### src/rtl/mem_port_arbiter.sv
// Arbitrates a single-ported memory between the fetch (I) and data (D) pipeline ports,
// one transaction at a time, with a per-transaction watchdog and a stall-cycle counter.
//
// state | meaning
// IDLE  | no transaction outstanding, MemReq low
// IBUSY | fetch transaction outstanding, waiting for MemAck
// DBUSY | data transaction outstanding, waiting for MemAck
module mem_port_arbiter #(
    parameter int TIMEOUT = 255
) (
    input  logic        clk,
    input  logic        reset,
    input  logic        IReq,
    input  logic [31:0] IAddr,
    output logic [31:0] IRData,
    output logic        IReady,
    input  logic        DReq,
    input  logic        DWe,
    input  logic [31:0] DAddr,
    input  logic [31:0] DWData,
    output logic [31:0] DRData,
    output logic        DReady,
    output logic        MemReq,
    output logic        MemWe,
    output logic [31:0] MemAddr,
    output logic [31:0] MemWData,
    input  logic [31:0] MemRData,
    input  logic        MemAck,
    output logic        MemError,
    output logic [15:0] StallCnt
);

    typedef enum logic [1:0] {IDLE, IBUSY, DBUSY} state_t;

    localparam logic [7:0] WAIT_LAST = 8'(TIMEOUT - 1);

    state_t      state, state_nxt;
    logic [7:0]  wait_cnt, wait_nxt;
    logic        mem_req_nxt, mem_we_nxt;
    logic [31:0] mem_addr_nxt, mem_wdata_nxt;
    logic        timeout, grant_i, grant_d;
    logic        stall;

    always_ff @(posedge clk) begin
        if (reset) begin
            state    <= IDLE;
            wait_cnt <= 8'd0;
            MemReq   <= 1'b0;
            MemWe    <= 1'b0;
            MemAddr  <= 32'd0;
            MemWData <= 32'd0;
            MemError <= 1'b0;
            StallCnt <= 16'd0;
        end else begin
            state    <= state_nxt;
            wait_cnt <= wait_nxt;
            MemReq   <= mem_req_nxt;
            MemWe    <= mem_we_nxt;
            MemAddr  <= mem_addr_nxt;
            MemWData <= mem_wdata_nxt;
            if (timeout)
                MemError <= 1'b1;
            if (stall && StallCnt != 16'hFFFF)
                StallCnt <= StallCnt + 16'd1;
        end
    end

    always_comb begin
        state_nxt     = state;
        wait_nxt      = wait_cnt;
        mem_req_nxt   = MemReq;
        mem_we_nxt    = MemWe;
        mem_addr_nxt  = MemAddr;
        mem_wdata_nxt = MemWData;
        IReady        = 1'b0;
        DReady        = 1'b0;
        IRData        = 32'd0;
        DRData        = 32'd0;
        timeout       = 1'b0;
        grant_i       = 1'b0;
        grant_d       = 1'b0;

        case (state)
            IDLE: begin
                wait_nxt    = 8'd0;
                mem_req_nxt = 1'b0;
                // Data access belongs to the older instruction, so it wins.
                if (DReq)
                    grant_d = 1'b1;
                else if (IReq)
                    grant_i = 1'b1;
            end
            IBUSY: begin
                timeout = !MemAck && (wait_cnt == WAIT_LAST);
                if (MemAck || timeout) begin
                    IReady = 1'b1;
                    IRData = MemAck ? MemRData : 32'd0;
                    if (MemAck && DReq) begin
                        grant_d = 1'b1;
                    end else begin
                        state_nxt   = IDLE;
                        mem_req_nxt = 1'b0;
                        wait_nxt    = 8'd0;
                    end
                end else begin
                    wait_nxt = wait_cnt + 8'd1;
                end
            end
            DBUSY: begin
                timeout = !MemAck && (wait_cnt == WAIT_LAST);
                if (MemAck || timeout) begin
                    DReady = 1'b1;
                    DRData = MemAck ? MemRData : 32'd0;
                    if (MemAck && IReq) begin
                        grant_i = 1'b1;
                    end else begin
                        state_nxt   = IDLE;
                        mem_req_nxt = 1'b0;
                        wait_nxt    = 8'd0;
                    end
                end else begin
                    wait_nxt = wait_cnt + 8'd1;
                end
            end
            default: begin
                state_nxt   = IDLE;
                mem_req_nxt = 1'b0;
                wait_nxt    = 8'd0;
            end
        endcase

        if (grant_d) begin
            state_nxt     = DBUSY;
            mem_req_nxt   = 1'b1;
            mem_we_nxt    = DWe;
            mem_addr_nxt  = DAddr;
            mem_wdata_nxt = DWData;
            wait_nxt      = 8'd0;
        end
        if (grant_i) begin
            state_nxt    = IBUSY;
            mem_req_nxt  = 1'b1;
            mem_we_nxt   = 1'b0;
            mem_addr_nxt = IAddr;
            wait_nxt     = 8'd0;
        end

        // An ack landing while reset is asserted must not reach the pipeline.
        if (reset) begin
            IReady  = 1'b0;
            DReady  = 1'b0;
            IRData  = 32'd0;
            DRData  = 32'd0;
            timeout = 1'b0;
        end
    end

    assign stall = (IReq && !IReady) || (DReq && !DReady);

endmodule

### config.mk
export PLATFORM = sky130hd
export DESIGN_NAME = mem_port_arbiter
export DESIGN_NICKNAME = d
export VERILOG_FILES = /design/src/rtl/mem_port_arbiter.sv
export SDC_FILE = /design/constraint.sdc
export NUM_CORES = 1
export LEC_CHECK = 0
export BUFFER_PORTS_ARGS = -buffer_cell sky130_fd_sc_hd__buf_2
export CAP_MARGIN = 20
export CORE_ASPECT_RATIO = 2
export CORE_MARGIN = 5
export CORE_UTILIZATION = 43
export CTS_CLUSTER_DIAMETER = 80
export DETAILED_ROUTE_END_ITERATION = 8
export GPL_TIMING_DRIVEN = 0
export PLACE_DENSITY = 0.81
export SYNTH_ARGS = -nofsm -noshare
export SYNTH_HDL_FRONTEND = slang
export SYNTH_SLANG_ARGS = --single-unit
### constraint.sdc
create_clock -name clk -period 2.3 [get_ports clk]
set_clock_uncertainty 0.2 [all_clocks]
set_input_delay 0.115 -clock clk [delete_from_list [all_inputs] [get_ports clk]]
set_output_delay 0.115 -clock clk [all_outputs]
set_load 0.01 [all_outputs]
# Word-level counts from Yosys, hierarchy flattened
# Cells that the tools add are included.
# totals
regBits	93
latch_bits	0
mem_bits_rw	0
mem_bits_ro	0
input_bits	134
output_inout_bits	149
mem_count	0
# classes
n_addsub	2
mul	0
div_mod_pow	0
order_cmp	0
eq_ne	16
shifts	0
n_mux	43
n_bitwise	0
n_reduce_logical	20
# ops
cell	count
32-bit two-way mux	8
8-bit two-way mux	4
1-bit two-way mux	21
3-bit != test, second input constant	7
16-bit by 1-bit adder with 16-bit output, second input constant	1
16-bit != test, second input constant	1
4-bit != test, second input constant	4
8-bit case mux with 2 select lines	1
2-bit two-way mux	5
5-bit AND reduction	2
8-bit by 1-bit adder with 8-bit output, second input constant	1
8-bit == test, second input constant	1
1-bit logical AND	6
1-bit case mux with 2 select lines	3
2-bit case mux with 3 select lines	1
4-bit AND reduction	1
2-bit OR reduction	2
1-bit zero test	3
3-bit OR reduction	1
2-bit by 1-bit == test with 1-bit output, second input constant	1
2-bit == test, second input constant	1
2-bit zero test	1
1-bit logical OR	2
2-bit != test, second input constant	1
2 further kinds	2

# Longest topological paths before layout
# logic_depth
ltp_word	10
depth_mapped	9
ltp_nobuf	7

# Worst setup path after synthesis
# No wires, ideal clock.
# synth_path
path_kind	reg2reg
from	register state[0]
to	register StallCnt[15]
setup_time_ns	0.121
arrival_ns	1.730
required_ns	1.979
path_slack_ns	0.250
path_stages_with_launch	9
cell_sequence	dfxtp_1 inv_1 ha_1 nand2b_1 clkbuf_8 a22oi_4 and2_2 nor4_1 mux2_2
# synth_via
elab_chain_len	7
# synth_lines
item	line_no	rtl
start, declared	37	state_t state, state_nxt;
start signal, assigned	55	state <= state_nxt;
2-bit by 1-bit == test with 1-bit output or 2-bit == test (tied branches)	83	case (state)
1-bit two-way mux	83	
1-bit two-way mux	149	if (reset) begin
1-bit zero test	158	assign stall = (IReq && !IReady) || (DReq && !DReady);
1-bit logical AND	158	
1-bit logical OR (*)	158	
1-bit logical AND (*)	63	if (stall && StallCnt != 16'hFFFF)
end signal, assigned	64	StallCnt <= StallCnt + 16'd1;
end, declared	30	output logic [15:0] StallCnt
# Every way passes the cells marked *; elsewhere a longest branch is shown, timed or not.
# A chain may end at the register's enable or synchronous reset.

# Final worst setup path
# layout_path
from	register state[1]
to	register StallCnt[5]
# The elaborated chain is that of the path after synthesis.

==> metrics.txt <==
share of cells above drive strength 1 roughly 34%; Peak VDD IR 0.584 mV; crit end category flop; gr ovfl total 0; Worst-Margin Slew 645 ps; synth unique cells 50; CP required 2320 ps; max_slew headroom 56.5%; final setup fails 0; HPWL after DPL 13600 um; warnings from Yosys 0; clk buf depth 2; total power ~4.3 mW; Nets 1147; # DRC 0; Initial Utilization approximately 44%; Die H 154 um; WHS Path Cells 3; Max Slew Vio Count 0; initial antenna violation count 0; Synth Register Bits 93; GRT Resource Usage Total 30.2%; Final Cycle Share between 90% and 100%; WS Path Type reg -> reg; crit-path max FO 7; worst skew pair latency 340 ps; vias in the first global route roughly 6000; Syn Nets 756; Vias 6078; Avg WL per Cell roughly 17 um; most frequent cells in the layout buf_2 (289), nand2_1 (176), nor2_1 (124), dlygate4sd3_1 (98), dfxtp_1 (92); Final Worst Setup Slack around 80 ps; IO Pins approximately 280; CTS sink cnt between 90 and 100; Worst R2R Path Depth 8; outcome finished, final reports clean; Syn Area/Cell 7.26 um2; ANT nets after route 0; Post-Route WL 19800 um; n_diodes 0; sequential area share after synthesis between 40% and 50%; die area 0.0127 mm2; largest net degree at the start of global routing 16; Cell Pwr Density 585 mW/mm2; Core ar. 0.0101 mm2; number of synthesized flops with an enable pin 0; Fmax achieved 450 MHz; total clock buffers created by CTS 9; Final Hold Fails 0; first-pass GRT wire length 29600 um; DRT Pass-1 Iters 5; clk root buf clkbuf_16; mapped cell area 0.00447 mm2; PortBufs 282; DR vias/cell 5.30; cells after synthesis 616; Clk pin slew, worst setup/hold paths 70 ps; Max Cap Violations 0; Die Wd a little over 80 um; P&R area growth vs syn 64.6%; setup TNS 0 ps; min Tclk post-route between 2000 and 2500 ps; CTS tree done; Post CTS Setup Buffer Count 0; commonest non-fill, non-tap cell in the layout buf_2; FFs w/ async S/R, synth 0%; post-place setup slack -160 ps; Hold Crit Class in -> reg; WHS about 160 ps; top_reg_cell synth dfxtp_1; RSZ-0062 raised after global routing false; Lkg Pwr 3.57 nW; # H-tree levels 3; Final GP Congestion 0.873; crit path launch type flop; Site Rows 52; fin util a little over 70%; Worst Path Arrival 2240 ps; initial DRC count 299
## sequential cells by signal, summed over array words and instances, names as in the netlist
register  flops
MemWData     32
MemAddr      32
state         2
MemError      1
wait_cnt      8
StallCnt     16
MemReq        1
MemWe         1
## synthesized netlist by cell type, types with 3 or more instances
library cell | n | area (um2)
a21oi_1 | 49 | 245
a311oi_1 | 33 | 289
and2_1 | 3 | 18.8
and3_1 | 3 | 18.8
buf_2 | 9 | 45.0
clkbuf_1 | 27 | 101
clkbuf_8 | 3 | 41.3
dfxtp_1 | 93 | 1860
ha_1 | 6 | 75.1
inv_1 | 6 | 22.5
mux2_2 | 3 | 33.8
nand2_1 | 176 | 661
nand2b_1 | 5 | 31.3
nand3_1 | 8 | 40.0
nand4_1 | 7 | 43.8
nor2_1 | 124 | 465
nor2b_1 | 5 | 31.3
nor3_1 | 4 | 20.0
o21ai_0 | 6 | 30.0
o31ai_1 | 3 | 22.5
or4_1 | 3 | 22.5
xnor2_1 | 6 | 52.6
## what timing repair did
item                                   4_1_cts  5_1_grt
setup endpoints to repair                   11       85
endpoints found under the hold margin       66        0
hold buffers                                98        0
resized for setup                            6       22
## final timing paths
path                startpoint           end  slack, ps
hold / removal            IReq   wait_cnt[2]        160
setup reg to reg      state[1]   StallCnt[5]         80
setup / recovery      state[1]   StallCnt[5]         80
hold reg to reg   MemWData[31]  MemWData[31]        250
## final cells by class
| class | count | area, um2 |
|---|---|---|
| timing repair buffer | 380 | 2390 |
| clock inverter | 4 | 30.0 |
| inverter | 6 | 22.5 |
| fill | 797 | 2790 |
| sequential | 93 | 1860 |
| buffer | 44 | 250 |
| clock buffer | 12 | 246 |
| tap | 135 | 169 |
| multi-input combinational | 473 | 2390 |
## where the power goes
part,internal (mW),switching [mW],leakage (nW),total [mW]
clock network,0.770,0.622,0.134,1.39
registers,1.74,0.0808,0.763,1.82
logic,0.476,0.615,2.67,1.09
## metrics by stage
step | instances | area (um2)
after floorplan | 616 | 4470
after global placement | 1033 | 6050
after detailed placement | 1033 | 6050
after CTS | 1147 | 7330
after global routing | 1147 | 7360
final | 1147 | 7360
## per-layer routing
metal | wire length [um] | vias to the layer above | track usage, %
met1 | 6230 | 2724 | 27.2
met5 | 0 | - | 0
li1 | - | 2849 | -
met4 | 1560 | 0 | 25.5
met2 | 10100 | 388 | 53.9
met3 | 1910 | 117 | 6.69
## kinds of logic after synthesis
family / after synthesis / share of synthesized area (%)
xor+xnor: 8 / 1.57
simple gates: 348 / 32.1
compound gates: 107 / 16.4
mux: 4 / 1.01
flops: 93 / 41.6
fa+ha+maj: 6 / 1.68
buf+inv: 50 / 5.59
## critical path, cell delays in order (launching register included)
cell and delay (ps):
dfxtp_2 340, inv_1 70, ha_1 250, nand2b_1 90
buf_6 140, a22oi_4 280, a21oi_1 220, nand3_1 170
mux2_2 340
Power figures use the tool's default switching activity.
